$ cat src/rtl/crc_table_writer_if.sv
// Write port between the CRC table generator and the table RAM it fills.
// master drives entries; slave is the RAM side that accepts them.
interface crc_table_writer_if;
  logic        wr_en;
  logic [7:0]  wr_addr;
  logic [31:0] wr_data;
  logic        wr_ready;

  modport master (output wr_en, output wr_addr, output wr_data, input wr_ready);
  modport slave  (input wr_en, input wr_addr, input wr_data, output wr_ready);
endinterface

$ cat src/rtl/crc_table_writer.sv
// Generates a 256-entry CRC byte table (optionally advanced over ADV zero bytes) into a RAM.
// Define CRC_TABLE_REFLECT_EN to build the reflected (LSB-first) table instead of the normal one.
module crc_table_writer #(
  parameter logic [31:0] POLY = 32'h04C11DB7,
  parameter int          ADV  = 0
) (
  input  logic                clk,
  input  logic                rst,
  input  logic                start,
  output logic                busy,
  output logic                done,
  crc_table_writer_if.master  wr
);

  localparam int         NSTEP     = 8 * (ADV + 1);
  localparam logic [6:0] LAST_STEP = 7'(NSTEP - 1);

`ifdef CRC_TABLE_REFLECT_EN
  function automatic logic [31:0] rev32(input logic [31:0] v);
    logic [31:0] r;
    r = '0;
    for (int k = 0; k < 32; k++) r[k] = v[31-k];
    return r;
  endfunction

  localparam logic [31:0] POLY_R = rev32(POLY);

  function automatic logic [31:0] load_val(input logic [7:0] i);
    return {24'h0, i};
  endfunction

  function automatic logic [31:0] bit_step(input logic [31:0] c);
    return c[0] ? ((c >> 1) ^ POLY_R) : (c >> 1);
  endfunction
`else
  function automatic logic [31:0] load_val(input logic [7:0] i);
    return {i, 24'h0};
  endfunction

  function automatic logic [31:0] bit_step(input logic [31:0] c);
    return c[31] ? ((c << 1) ^ POLY) : (c << 1);
  endfunction
`endif

  typedef enum logic [1:0] {IDLE, CALC, WRITE, DONE} state_t;

  state_t      state_q;
  logic [7:0]  idx_q;
  logic [6:0]  step_q;
  logic [31:0] crc_q;
  logic        busy_q;
  logic        done_q;
  logic        wr_en_q;

  logic [7:0]  idx_d;
  logic [31:0] crc_d;

  assign idx_d = idx_q + 8'd1;
  assign crc_d = bit_step(crc_q);

  // crc_q and idx_q stay frozen in WRITE, so they double as the held write payload.
  always_ff @(posedge clk) begin
    if (rst) begin
      state_q <= IDLE;
      idx_q   <= '0;
      step_q  <= '0;
      crc_q   <= '0;
      busy_q  <= 1'b0;
      done_q  <= 1'b0;
      wr_en_q <= 1'b0;
    end else begin
      case (state_q)
        IDLE: begin
          done_q <= 1'b0;
          if (start) begin
            idx_q   <= '0;
            crc_q   <= load_val(8'h00);
            step_q  <= '0;
            busy_q  <= 1'b1;
            state_q <= CALC;
          end
        end
        CALC: begin
          crc_q  <= crc_d;
          step_q <= step_q + 7'd1;
          if (step_q == LAST_STEP) begin
            wr_en_q <= 1'b1;
            state_q <= WRITE;
          end
        end
        WRITE: begin
          if (wr.wr_ready) begin
            wr_en_q <= 1'b0;
            if (idx_q == 8'hFF) begin
              busy_q  <= 1'b0;
              done_q  <= 1'b1;
              state_q <= DONE;
            end else begin
              idx_q   <= idx_d;
              crc_q   <= load_val(idx_d);
              step_q  <= '0;
              state_q <= CALC;
            end
          end
        end
        DONE: begin
          done_q  <= 1'b0;
          state_q <= IDLE;
        end
        default: state_q <= IDLE;
      endcase
    end
  end

  assign busy       = busy_q;
  assign done       = done_q;
  assign wr.wr_en   = wr_en_q;
  assign wr.wr_addr = idx_q;
  assign wr.wr_data = crc_q;

endmodule
$ cat src/flat_wrapper.sv
// flat-port wrapper written by rule: the top's interface ports become plain ports
module crc_table_writer_flat 
#(
  parameter logic [31:0] POLY = 32'h04C11DB7,
  parameter int          ADV  = 0
)
  (clk, rst, start, busy, done, wr_wr_en, wr_wr_addr, wr_wr_data, wr_wr_ready);
  crc_table_writer_if wr_i ();
  input  logic clk;
  input  logic rst;
  input  logic start;
  output logic busy;
  output logic done;
  output wire logic [$bits(wr_i.wr_en)-1:0] wr_wr_en;
  output wire logic [$bits(wr_i.wr_addr)-1:0] wr_wr_addr;
  output wire logic [$bits(wr_i.wr_data)-1:0] wr_wr_data;
  input wire logic [$bits(wr_i.wr_ready)-1:0] wr_wr_ready;
  assign wr_wr_en = wr_i.wr_en;
  assign wr_wr_addr = wr_i.wr_addr;
  assign wr_wr_data = wr_i.wr_data;
  assign wr_i.wr_ready = wr_wr_ready;
  crc_table_writer #(.POLY(POLY), .ADV(ADV)) u_core (.clk(clk), .rst(rst), .start(start), .busy(busy), .done(done), .wr(wr_i));
endmodule
$ cat config.mk
export PLATFORM = sky130hd
export DESIGN_NAME = crc_table_writer_flat
export DESIGN_NICKNAME = d
export VERILOG_FILES = /design/src/rtl/crc_table_writer_if.sv /design/src/rtl/crc_table_writer.sv /design/src/flat_wrapper.sv
export SDC_FILE = /design/constraint.sdc
export NUM_CORES = 1
export LEC_CHECK = 0
export ABC_CLOCK_PERIOD_IN_PS = 2120
export CORE_ASPECT_RATIO = 2
export CORE_MARGIN = 4
export CORE_UTILIZATION = 30
export CTS_CLUSTER_DIAMETER = 80
export DETAILED_ROUTE_END_ITERATION = 7
export HOLD_SLACK_MARGIN = 0.08
export MAX_ROUTING_LAYER = met4
export PLACE_DENSITY = 0.52
export SYNTH_ARGS = -nofsm -noshare
export SYNTH_HDL_FRONTEND = slang
export SYNTH_SLANG_ARGS = --single-unit
$ cat constraint.sdc
create_clock -name clk -period 2.12 [get_ports clk]
set_input_delay 0.212 -clock clk [delete_from_list [all_inputs] [get_ports clk]]
set_output_delay 0.212 -clock clk [all_outputs]
set_load 0.05 [all_outputs]
==> impl_metrics.py <==
metrics = {
    "routing": {
        "drc_errors": 0,
        "drt_wl_total_microns": 8410,
        "routed-wl-met2_microns": 4580,
        "vias_per_cell": 5.70,
        "vias": 2677,
        "drt_iter0_markers": 156,
        "routedWlPerCell_microns": 17.9,
        "drt-met1-wl_microns": 3360,
        "wl_met3_microns": 258,
        "top_layer": "met4",
        "ant_nets": 0,
        "dr.pass1.iters": 4,
    },
    "clock_network": {
        "cts_tree": "built",
        "clock-root-buffer": "clkbuf_16",
        "cts_max_level": 2,
        "clkTransAtPathRegs_ps": 70,
        "ctsHoldBuffers": 0,
        "cts_setup_buffers": 0,
        "ctsLongestPathBuffers": 2,
        "cts.sinks": 52,
        "clk_latency_ps": 290,
        "cts_resized": 0,
        "cts_buffers": 5,
    },
    "placed_design": {
        "port_buffers": 46,
        "gp_congestion": 0.854,
        "placed_cell_area_sq_mm": 0.00336,
        "hpwlAfterDp_microns": 5940,
    },
    "synthesis": {
        "syn_area_sq_mm": 0.00267,
        "netlist_instances": 321,
        "yosys_warnings": 0,
        "synth_cell_type_count": 41,
        "syn-num-nets": 331,
        "ys_async_sr_fraction_pct": 0,
        "synth_ff_type": "dfxtp_1",
        "syn_avg_cell_area_sq_um": 8.31,
        "synth_seq_cells": 52,
        "synth_edf_count": 0,
        "yosysSeqAreaShare_pct": 39.0,
    },
    "outcome": {
        "status": "finished clean",
    },
    "final_layout": {
        "design_area_sq_mm": 0.00351,
        "area_growth_pct": 31.5,
        "final_common_cell": "dfxtp_1",
        "seq_area_sq_mm": 0.00104,
        "num_antenna_cells": 0,
        "multi_input_area_sq_mm": 0.00147,
        "fill_cells": 917,
        "nets": 379,
        "final_cell_mix": "50 x dfxtp_1, 44 x clkdlybuf4s50_1, 36 x a21oi_1",
        "drive_gt1_share_pct": 11.4,
    },
    "timing": {
        "hold_violations": 0,
        "setup-violations-final": 0,
        "grt_setup_unrepaired": "no",
        "setup_tns_ps": 0,
        "final.min_clock_period_ps": 2010,
        "maxSlewViolCount": 0,
        "worstMarginPinSlew_ps": 523,
        "clock_skew_ps": 3.42,
        "post-route-period-util_pct": 94.8,
        "max_freq_mhz": 498,
        "slew-limit-headroom_pct": 65.0,
        "whs_ps": 421,
    },
    "floorplan": {
        "core_sq_mm": 0.00865,
        "die_w_microns": 74.7,
        "die_area_sq_mm": 0.0106,
        "initial_core_util_pct": 30.8,
        "rows": 48,
        "io_pins": 47,
        "dieHeight_microns": 141,
    },
    "grt": {
        "grt_first_pass_wirelength_microns": 13800,
        "grt_pass1_vias": 2636,
        "grt_max_degree": 40,
        "grt_use_total_pct": 17.2,
        "grt_overflow_total": 0,
        "antenna_found_initial": 0,
    },
    "worst_setup_path": {
        "cp.arrival_ps": 2230,
        "slowest_stage": "or4_1",
        "r2r_cells": 6,
        "crit_path_end_kind": "flip-flop",
        "crit_chain": "inv_1 -> ha_1 -> nor2b_1 -> or3_4 -> or4_1 -> o211ai_1",
        "reg2reg_slack_ps": 110,
        "max_stage_delay_ps": 510,
        "reg2reg_from": "u_core.state_q[0]$_SDFFE_PP0P_",
        "critPathKind": "reg2reg",
        "r2r_end": "u_core.wr.wr_data[30]$_SDFFE_PP0P_",
        "cp_data_required_time_ps": 2340,
        "critPathMaxFanout": 5,
        "start_kind": "flip-flop",
    },
    "min_path": {
        "holdPathEnd": "u_core.wr.wr_data[28]$_SDFFE_PP0P_",
        "hold-path-cell-count": 4,
        "hold_path.class": "in2reg",
        "min-delay-start": "rst",
    },
    "power": {
        "ir_drop_mv": 0.592,
        "power_density_mw_per_mm2": 848,
        "total_leakage_power_nw": 1.24,
    },
    "job": {
        "drv_cap": 0,
    },
}
-- synthesized netlist by cell type, drive strengths merged, types with 3 or more instances --
| master | n | area, sq um |
|---|---|---|
| or4 | 4 | 30.0 |
| o22ai | 3 | 18.8 |
| nor4 | 4 | 25.0 |
| or3 | 3 | 23.8 |
| dfxtp | 52 | 1040 |
| nand4 | 31 | 194 |
| nor2b | 3 | 18.8 |
| o211ai | 5 | 37.5 |
| xor2 | 13 | 114 |
| o21ai | 36 | 184 |
| inv | 6 | 22.5 |
| xnor2 | 6 | 52.6 |
| ha | 6 | 75.1 |
| nor3 | 12 | 65.1 |
| nor2 | 7 | 26.3 |
| a21oi | 36 | 180 |
| buf | 13 | 75.1 |
| nand3 | 14 | 75.1 |
| clkbuf | 17 | 63.8 |
| nand2 | 18 | 67.6 |
| o32ai | 3 | 26.3 |
| a32o | 10 | 100 |
-- through the flow --
step                worst slack, ps  std cells  power (mW)  utilization, %
floorplan                       130        321        1.76               -
global placement                183        462        2.15            38.8
detailed placement              120        462        2.15            38.8
CTS                             113        470        3.01            40.6
global route                   12.5        470        3.13            40.6
finish                          111        470        2.98            40.6
-- layout make-up --
cell class / count / share of cell area (%)
Clock buffer: 7 / 4.07
Clock inverter: 1 / 0.214
Inverter: 7 / 0.749
Multi-Input combinational cell: 232 / 42.0
Sequential cell: 52 / 29.8
Tap cell: 100 / 3.57
Timing Repair Buffer: 71 / 19.7
-- where the power goes --
part	switching [mW]	internal [mW]	leakage (nW)
Combinational	0.704	0.383	0.747
Sequential	0.0356	1.01	0.421
Clock	0.367	0.471	0.0701
Total	1.11	1.87	1.24
-- logic make-up after synthesis --
group / share of synthesized area (%)
buffers and inverters: 6.19
adder cells (fa/ha/maj): 2.82
AND/OR/NAND/NOR: 21.9
flip-flops: 39.0
XOR/XNOR: 6.24
AO/OA/AOI/OAI: 23.8
-- sequential cells by signal, summed over array words and instances (netlist names) --
register	cells
u_core.busy	1
u_core.wr.wr_addr	8
u_core.wr.wr_data	32
u_core.step_q	7
u_core.state_q	2
u_core.done	1
u_core.wr.wr_en	1
-- how the worst max path moves through the flow --
stage | slack (ps) | startpoint | end | cells after the start
after floorplan | 130 | u_core.wr.wr_addr[2]$_SDFFE_PP0P_ | u_core.step_q[2]$_SDFFE_PP0P_ | 5
after global placement | 180 | u_core.state_q[0]$_SDFFE_PP0P_ | u_core.wr.wr_data[30]$_SDFFE_PP0P_ | 6
after detailed placement | 120 | u_core.state_q[0]$_SDFFE_PP0P_ | u_core.wr.wr_data[30]$_SDFFE_PP0P_ | 6
after CTS | 110 | u_core.state_q[0]$_SDFFE_PP0P_ | u_core.wr.wr_data[30]$_SDFFE_PP0P_ | 6
after global routing | 10 | u_core.state_q[0]$_SDFFE_PP0P_ | u_core.wr.wr_data[30]$_SDFFE_PP0P_ | 6
final | 110 | u_core.state_q[0]$_SDFFE_PP0P_ | u_core.wr.wr_data[30]$_SDFFE_PP0P_ | 6
-- routing by layer --
metal	global-route usage, %	up-vias
met5	-	-
met4	6.66	0
met3	2.98	14
met2	29.1	55
met1	19.7	1311
li1	-	1297
-- critical path, delay by kind of cell (launching register included) --
kind | cells | cell delay (ps)
and+or+nand+nor | 3 | 1120
DFF | 1 | 410
adders and majority gates | 1 | 240
buffers and inverters | 1 | 90
AOI/OAI and AO/OA | 1 | 90
Power figures use the tool's default switching activity.
